==> src/rtl/slice_stream_if.sv <==
// rtl/slice_stream_if.sv - element stream bundle for slice_stream (input side and output side)
interface slice_stream_if #(
    parameter int DATA_WIDTH = 16
);
    logic                  in_valid;
    logic                  in_ready;
    logic [DATA_WIDTH-1:0] in_data;
    logic                  out_valid;
    logic                  out_ready;
    logic [DATA_WIDTH-1:0] out_data;
    logic                  out_last;

    modport slave (
        input  in_valid,
        input  in_data,
        input  out_ready,
        output in_ready,
        output out_valid,
        output out_data,
        output out_last
    );

    modport master (
        output in_valid,
        output in_data,
        output out_ready,
        input  in_ready,
        input  out_valid,
        input  out_data,
        input  out_last
    );
endinterface

==> src/rtl/slice_stream.sv <==
// rtl/slice_stream.sv - space-to-depth reorder of a channel-major frame through a full-frame buffer
module slice_stream #(
    parameter int W          = 4,
    parameter int H          = 4,
    parameter int K          = 3,
    parameter int S          = 2,
    parameter int DATA_WIDTH = 16
) (
    input  logic          clk,
    input  logic          rst,
    slice_stream_if.slave bus
);
    localparam int N  = W * H * K;
    localparam int AW = (N > 1) ? $clog2(N) : 1;

    localparam logic [AW-1:0] ONE    = AW'(1);
    localparam logic [AW-1:0] LAST_A = AW'(N - 1);
    localparam logic [AW-1:0] W_A    = AW'(W);
    localparam logic [AW-1:0] S_A    = AW'(S);
    localparam logic [AW-1:0] WH_A   = AW'(W * H);
    localparam logic [AW-1:0] SM_A   = AW'(S - 1);
    localparam logic [AW-1:0] KM_A   = AW'(K - 1);
    localparam logic [AW-1:0] OYM_A  = AW'(H / S - 1);
    localparam logic [AW-1:0] OXM_A  = AW'(W / S - 1);

    typedef enum logic {FILL, DRAIN} state_t;

    state_t                state;
    logic [DATA_WIDTH-1:0] mem [N];
    logic [AW-1:0]         wr_addr;

    // Read-side counters: quadrant row/col (q/S, q%S), channel, output row, output col.
    logic [AW-1:0]         qy, qx, c, oy, ox;
    logic                  issue_done;

    // Three-deep element pipeline: memory read register, output register, skid register.
    logic                  rd_v, rd_l;
    logic [DATA_WIDTH-1:0] rd_q;
    logic                  out_v, out_l;
    logic [DATA_WIDTH-1:0] out_q;
    logic                  sk_v, sk_l;
    logic [DATA_WIDTH-1:0] sk_q;

    logic                  accept;
    logic                  wr_last;
    logic                  out_fire;
    logic                  at_end;
    logic                  issue;
    logic [1:0]            held;
    logic [1:0]            held_n;
    logic [AW-1:0]         rd_addr;

    assign bus.in_ready  = (state == FILL) && !rst;
    assign bus.out_valid = out_v && !rst;
    assign bus.out_last  = out_l && !rst;
    assign bus.out_data  = rst ? '0 : out_q;

    always_comb begin
        accept   = bus.in_valid && bus.in_ready;
        wr_last  = (wr_addr == LAST_A);
        out_fire = out_v && bus.out_ready;
        at_end   = (qy == SM_A) && (qx == SM_A) && (c == KM_A)
                   && (oy == OYM_A) && (ox == OXM_A);
        held     = {1'b0, out_v} + {1'b0, sk_v} + {1'b0, rd_v};
        held_n   = held - {1'b0, out_fire};
        rd_addr  = c * WH_A + (oy * S_A + qy) * W_A + ox * S_A + qx;
        // The first read is issued on the cycle the last input lands so data is out two cycles later.
        issue    = ((state == FILL) && accept && wr_last)
                   || ((state == DRAIN) && !issue_done && (held_n <= 2'd1));
    end

    always_ff @(posedge clk) begin
        if (accept) begin
            mem[wr_addr] <= bus.in_data;
        end
        if (issue) begin
            rd_q <= mem[rd_addr];
        end
    end

    always_ff @(posedge clk) begin
        if (rst) begin
            state      <= FILL;
            wr_addr    <= '0;
            qy         <= '0;
            qx         <= '0;
            c          <= '0;
            oy         <= '0;
            ox         <= '0;
            issue_done <= 1'b0;
            rd_v       <= 1'b0;
            rd_l       <= 1'b0;
            out_v      <= 1'b0;
            out_l      <= 1'b0;
            out_q      <= '0;
            sk_v       <= 1'b0;
            sk_l       <= 1'b0;
            sk_q       <= '0;
        end else begin
            case (state)
                FILL: begin
                    if (accept) begin
                        if (wr_last) begin
                            wr_addr <= '0;
                            state   <= DRAIN;
                        end else begin
                            wr_addr <= wr_addr + ONE;
                        end
                    end
                end
                DRAIN: begin
                    if (out_fire && out_l) begin
                        state      <= FILL;
                        issue_done <= 1'b0;
                    end
                end
                default: state <= FILL;
            endcase

            rd_v <= issue;
            rd_l <= issue && at_end;

            // Counters wrap back to zero after the final element, ready for the next frame.
            if (issue) begin
                if (at_end) begin
                    issue_done <= 1'b1;
                end
                if (ox == OXM_A) begin
                    ox <= '0;
                    if (oy == OYM_A) begin
                        oy <= '0;
                        if (c == KM_A) begin
                            c <= '0;
                            if (qx == SM_A) begin
                                qx <= '0;
                                if (qy == SM_A) begin
                                    qy <= '0;
                                end else begin
                                    qy <= qy + ONE;
                                end
                            end else begin
                                qx <= qx + ONE;
                            end
                        end else begin
                            c <= c + ONE;
                        end
                    end else begin
                        oy <= oy + ONE;
                    end
                end else begin
                    ox <= ox + ONE;
                end
            end

            // Read data must be captured the cycle it appears; the skid absorbs it during a stall.
            if (!out_v || bus.out_ready) begin
                if (sk_v) begin
                    out_v <= 1'b1;
                    out_q <= sk_q;
                    out_l <= sk_l;
                    sk_v  <= rd_v;
                    if (rd_v) begin
                        sk_q <= rd_q;
                        sk_l <= rd_l;
                    end
                end else if (rd_v) begin
                    out_v <= 1'b1;
                    out_q <= rd_q;
                    out_l <= rd_l;
                end else begin
                    out_v <= 1'b0;
                    out_l <= 1'b0;
                end
            end else if (rd_v) begin
                sk_v <= 1'b1;
                sk_q <= rd_q;
                sk_l <= rd_l;
            end
        end
    end
endmodule

==> src/flat_wrapper.sv <==
// flat-port wrapper written by rule: the top's interface ports become plain ports
module slice_stream_flat 
#(
    parameter int W          = 4,
    parameter int H          = 4,
    parameter int K          = 3,
    parameter int S          = 2,
    parameter int DATA_WIDTH = 16
)
  (clk, rst, bus_in_valid, bus_in_data, bus_out_ready, bus_in_ready, bus_out_valid, bus_out_data, bus_out_last);
  slice_stream_if #(.DATA_WIDTH(DATA_WIDTH)) bus_i ();
  input  logic clk;
  input  logic rst;
  input wire logic [$bits(bus_i.in_valid)-1:0] bus_in_valid;
  input wire logic [$bits(bus_i.in_data)-1:0] bus_in_data;
  input wire logic [$bits(bus_i.out_ready)-1:0] bus_out_ready;
  output wire logic [$bits(bus_i.in_ready)-1:0] bus_in_ready;
  output wire logic [$bits(bus_i.out_valid)-1:0] bus_out_valid;
  output wire logic [$bits(bus_i.out_data)-1:0] bus_out_data;
  output wire logic [$bits(bus_i.out_last)-1:0] bus_out_last;
  assign bus_i.in_valid = bus_in_valid;
  assign bus_i.in_data = bus_in_data;
  assign bus_i.out_ready = bus_out_ready;
  assign bus_in_ready = bus_i.in_ready;
  assign bus_out_valid = bus_i.out_valid;
  assign bus_out_data = bus_i.out_data;
  assign bus_out_last = bus_i.out_last;
  slice_stream #(.W(W), .H(H), .K(K), .S(S), .DATA_WIDTH(DATA_WIDTH)) u_core (.clk(clk), .rst(rst), .bus(bus_i));
endmodule
==> config.mk <==
export PLATFORM = sky130hd
export DESIGN_NAME = slice_stream_flat
export DESIGN_NICKNAME = d
export VERILOG_FILES = /design/src/rtl/slice_stream_if.sv /design/src/rtl/slice_stream.sv /design/src/flat_wrapper.sv
export SDC_FILE = /design/constraint.sdc
export NUM_CORES = 1
export LEC_CHECK = 0
export ABC_AREA = 1
export ABC_CLOCK_PERIOD_IN_PS = 4100
export CORE_ASPECT_RATIO = 1.75
export CORE_UTILIZATION = 63
export CTS_CLUSTER_SIZE = 12
export DETAILED_ROUTE_END_ITERATION = 16
export GPL_TIMING_DRIVEN = 0
export PLACE_DENSITY = 0.8
export SYNTH_ARGS = -nofsm -noshare
export SYNTH_HDL_FRONTEND = slang
export SYNTH_SLANG_ARGS = --single-unit
==> constraint.sdc <==
create_clock -name clk -period 4.1 [get_ports clk]
set_clock_uncertainty 0.15 [all_clocks]
set_input_delay 0.615 -clock clk [delete_from_list [all_inputs] [get_ports clk]]
set_output_delay 0.615 -clock clk [all_outputs]
set_load 0.02 [all_outputs]
==> flow_summary.toml <==
[pwr]
peakVddDrop_uv = 414.5
internal_power_w = 0.01333
p_sw_w = 0.003405
clock_power_share_pct = 40.9
leakage_nw = 15.58
comb_power_share_pct = 1.9
seq_power_share_pct = 57.2
p_sw_share_pct = 20.35
pwr_density_cell_nw_per_um2 = 407.1
finalPower_w = 0.01673

[status]
violations = "setup timing"
status = "finished, violations left"

[final_layout]
finalInstanceArea_um2 = 41110
drive_above_1_share_pct = 11.32
antennaDiodeCount = 0
final_nets = 3589
syn_to_final_growth_pct = 13.24

[setup_path]
crit_fanout = 10
cp.arrival_ns = 4.44
crit_type = "reg -> reg"
r2r_slack_ns = -0.11
rr_worst_depth = 19
worstPathRequired_ns = 4.34
r2r_start = "u_core.qy[1]"
start_kind = "register"
rr_endpoint = "u_core.rd_q[10]"
cp-end-kind = "register"

[detailed_routing]
vias = 26240
vias_per_cell = 6.025
drt-initial-drc-count = 3270
routed_wirelength_mm = 109.7
drtAntennaViolNets = 0
drtPass1Iterations = 6
route.detailed.drc = 0
avgRoutedWirePerCell_um = 25.18

[logic_synthesis]
synth_fp_nets = 3411
synth.ff_latch_count = 860
synth_edf_count = 784
avgSynthCellArea_um2 = 10.78
yosys_most_used_dff = "edfxtp_1"
yosysUniqueCellTypes = 42
ys_async_sr_fraction_pct = 0
seq_area_frac_synth_pct = 69.04
ys.warnings.count = 0
synthesis.instances = 3368
synth_area_um2 = 36300

[grt]
grt_overflow_total = 0
antenna_found_initial = 0
grt_pass1_vias = 25660
track_usage_pct = 38.10
grt_pass1_wl_mm = 158.8
grt_max_degree = 48

[placement]
dp_hpwl_mm = 77.32
placed_area_um2 = 38520
port_buffers = 38
routabilityCongestion = 1.033

[timing]
finalHoldViolCount = 0
period_share_pct = 102.6
period_minus_slack_ns = 4.205
slew_viol_final = 0
relSlewSlack_pct = 31.92
rsz0062_at_grt = "yes"
fmax_mhz = 237.8
fin_setup_tns_ns = -1.194
layout_setup_ws_ns = -0.1054
tightest_slew_ns = 1.021
setup_viol = 14

[cts]
cts_buffers = 82
clockBufferDepth = 3
clkLatencyLatePin_ns = 0.66
cts-root-buf = "clkbuf_16"
hold_buffers = 0
path_clk_slew_ns = 0.06
cts_sinks = 860
h-tree-depth = 3
cts_tree = "done"

[floorplan]
core_area_um2 = 57040
dieArea_um2 = 58630
ioPinCount = 39
die_h_um = 319.6
rows = 116
initial_core_util_pct = 63.65
die_width_um = 183.5

[hold_path]
hold_start = "bus_in_data[14]"
hold_end = "u_core.mem[28][14]"
hold_path_depth = 1
hold_class = "in -> reg"

[flow_run]
drv_cap = 0
logic make-up after synthesis:
kind of cell,synth area share [%]
compound gates,4.804
xor+xnor,0.3860
fa+ha+maj,0.9167
buf+inv,5.121
flops,69.04
simple gates,19.73
repair_timing:
action | 4_1_cts | 5_1_grt
pin swaps | 2 | 17
resized for setup | 34 | 51
gates cloned | 0 | 0
endpoints found under the hold margin | 0 | 0
setup endpoints to repair | 16 | 16
buffers inserted | 3 | 3
flip-flops by register name (all words and copies together) (netlist names), 16 cells and up:
signal / flops
u_core.mem: 768
u_core.rd_q: 16
u_core.sk_q: 16
u_core.out_q: 16
stage by stage:
stage	hold WS (ns)	setup WS [ns]	std cells	utilization, %
floorplan	0.2744	0.3757	3368	-
global placement	0.2982	-0.7344	4173	66.00
detailed placement	0.3156	-0.7572	4224	67.52
CTS	0.03073	-0.05119	4352	71.68
global route	0.04025	-0.2078	4355	72.08
finish	0.04663	-0.1054	4355	72.08
cells in the mapped netlist, types with 14 or more instances:
library cell  instances  area (um2)
buf_2                79       395.4
o211ai_1             64       480.5
inv_1               231       867.1
o21ai_0             181       905.9
dfxtp_1              76        1521
nand3_1             377        1887
nor2_1              347        1303
edfxtp_1            784       23540
clkbuf_1             55       206.5
a31oi_1              17       106.4
nand4_1              15       93.84
buf_1                20       75.07
a21oi_1              34       170.2
ha_1                 17       212.7
buf_4                14       105.1
nand2_1             961        3607
placed cells by master, fill, tap and decap left out, types with 49 or more instances in the layout:
master / count
buf_2: 97
clkbuf_1: 85
clkbuf_16: 82
dfxtp_1: 73
edfxtp_1: 784
inv_1: 226
nand2_1: 934
nand3_1: 365
nor2_1: 301
nor2_2: 49
o211ai_1: 64
o21ai_0: 181
metal layers:
metal	global-route usage (%)	routed length, um	vias to the layer above
met1	41.71	35660	12550
met4	28.98	9172	0
met3	5.955	8800	383
li1	-	-	11750
met2	66.01	56020	1561
met5	0	0	-
critical path, cell delays in order (launching register included):
cell and delay (ns):
dfxtp_4 0.38, ha_4 0.13, inv_2 0.03, fa_1 0.49, fa_1 0.57, inv_2 0.04
fa_1 0.56, inv_2 0.06, fa_2 0.39, or2_1 0.25, nand2_1 0.08, nand2_2 0.06
nand2_2 0.07, inv_2 0.04, nand3_2 0.06, nand2_4 0.10, buf_6 0.14, buf_12 0.14
nand3_2 0.08, nand2_4 0.09
how the worst max path moves through the flow:
stage | from | endpoint | depth (start not counted)
2_1_floorplan | u_core.oy[0] | u_core.rd_q[10] | 18
3_3_place_gp | rst | u_core.mem[47][8] | 6
3_5_place_dp | u_core.qy[1] | u_core.rd_q[8] | 14
4_1_cts | u_core.oy[0] | u_core.rd_q[10] | 19
5_1_grt | u_core.oy[0] | u_core.rd_q[7] | 19
6_report | u_core.qy[1] | u_core.rd_q[10] | 19
area by class of cell:
cell class	count	area, um2
repair buffers	95	1187
inverters	244	920.9
fillers	3967	15930
multi-input cells	2081	9724
clock buffers	118	2197
plain buffers	182	975.9
flip-flops and latches	860	25070
well taps	767	959.7
clock inverters	8	73.82
power groups by stage:
stage	Sequential (W)	Clock, W	Combinational, W
3_5_place_dp	0.00976	0	0.000299
2_1_floorplan	0.00976	0	0.0000496
6_report	0.00957	0.00685	0.000314
4_1_cts	0.00957	0.00686	0.000300
3_3_place_gp	0.00978	0	0.000252
5_1_grt	0.00957	0.00717	0.000320
Power figures use the tool's default switching activity.
==> patch (config.mk and constraints unchanged) <==
`H` is set to 4 in 2 places; all go to 2.
--- a/src/rtl/slice_stream.sv
+++ b/src/rtl/slice_stream.sv
@@ -3,3 +3,3 @@
     parameter int W          = 4,
-    parameter int H          = 4,
+    parameter int H          = 2,
     parameter int K          = 3,
--- a/src/flat_wrapper.sv
+++ b/src/flat_wrapper.sv
@@ -4,3 +4,3 @@
     parameter int W          = 4,
-    parameter int H          = 4,
+    parameter int H          = 2,
     parameter int K          = 3,
Function: no difference found for any inputs over 4 cycles, from zero or initial values and one cycle with rst high; that may be too few to reach the edited logic, so the function may still have changed.
==> patch against the unedited design <==
Sequential cell count decreased by 390. Core utilization about the same. Routed wire length shrank 49%. Design area shrank 45%. Setup slack better by 0.38 ns. Power decreased by 45%. Synthesized area fell by 44%.
==> patch: results (changes against the unedited design) <==
[grt]
grtUsageMet3_pct = 5.04  ; was 5.96%
grt.total_usage_pct = 35.7  ; was 38.1%
grt_start_max_net_pins = 26  ; was 48
gr-usage-met1_pct = 37.8  ; was 41.7%
grtUsageMet2_pct = 62.9  ; was 66.0%

[sta]
fmax_mhz = 261  ; was 238 MHz
maxSlewHeadroom_pct = 17.3  ; was 31.9%
fin_hold_ws_ns = 0.279  ; was 0.0466 ns

[worst_hold_path]
hold_path.startpoint = rst  ; was bus_in_data[14]
hold_depth = 4  ; was 1
whs_endpoint = u_core.qy[1]  ; was u_core.mem[28][14]

[setup_path]
arrival_ns = 4.11  ; was 4.44 ns
r2r-start = u_core.oy[0]  ; was u_core.qy[1]
r2r_end = u_core.rd_q[9]  ; was u_core.rd_q[10]
critPathLaunch = u_core.oy[0]  ; was u_core.qy[1]
r2r_setup_slack_ns = 0.27  ; was -0.11 ns
cpPeakStageDelay_ns = 0.49  ; was 0.57 ns

[clocking]
cts_setup_buffers = 0  ; was 3
numCtsBuffers = 45  ; was 82
cts_resized = 0  ; was 34
insertion_delay_ns = 0.56  ; was 0.66 ns
htreeDepth = 2  ; was 3

[routing]
met1_length_mm = 18.5  ; was 35.7 mm
via_count = 14600  ; was 26200
firstDrtPassIters = 5  ; was 6
wire_per_inst_um = 22.3  ; was 25.2 µm
drtIter0Drc = 1214  ; was 3270

[placement]
postPlaceCellArea_um2 = 21500  ; was 38500 µm²
pre_cts_slack_ns = 0.299  ; was -0.757 ns
io_buffers = 37  ; was 38
place_inst = 2433  ; was 4224
dp_hpwl_mm = 39.2  ; was 77.3 mm
place_congestion = 1.01  ; was 1.03

[yosys]
synth_edf_count = 400  ; was 784
synthCells = 1988  ; was 3368
yosys-top-cells-count = nand2_1 (495), edfxtp_1 (400), inv_1 (250)  ; was nand2_1 (961), edfxtp_1 (784), nand3_1 (377)
synth_cell_types = 36  ; was 42
ys_seq_area_share_pct = 65.9  ; was 69.0%

[layout]
largest_reg_flops = 384  ; was 768

[pwr]
switchingPower_uw = 1840  ; was 3410 µW
p_clk_uw = 3810  ; was 6850 µW
p_total_uw = 9200  ; was 16700 µW
ir_worst_vdd_mv = 0.400  ; was 0.414 mV
p_leak_uw = 0.00893  ; was 0.0156 µW

[outcome]
status = completed  ; was finished, violations left

## patch: cell types whose count changed after synthesis, moves of 9 or more
cell,delta
nor2_1,-190
nand2_1,-466
inv_1,+19
o211ai_1,-64
clkbuf_1,-24
edfxtp_1,-384
buf_6,-9
o21ai_0,-77
nand3_1,-141
buf_1,-14
o22ai_1,+33
buf_2,-28
## patch: area by class of cell
type,instances,area [µm²]
Sequential cell,470,13400
Fill cell,2277,8840
Multi-Input combinational cell,1158,5500
Clock buffer,70,1270
Inverter,258,971
Timing Repair Buffer,49,606
Buffer,102,515
Tap cell,396,495
Clock inverter,4,21.3
## patch: cell families (layout without fill, tap and decap cells)
family                     after synthesis  count (layout)  synth area share, %
and+or+nand+nor                        931             931                 19.5
DFF                                    470             470                 65.9
buffers and inverters                  360             483                 7.30
AOI/OAI and AO/OA                      186             186                 4.99
adders and majority gates               22              22                 1.46
xor gates and xnor gates                19              19                0.818
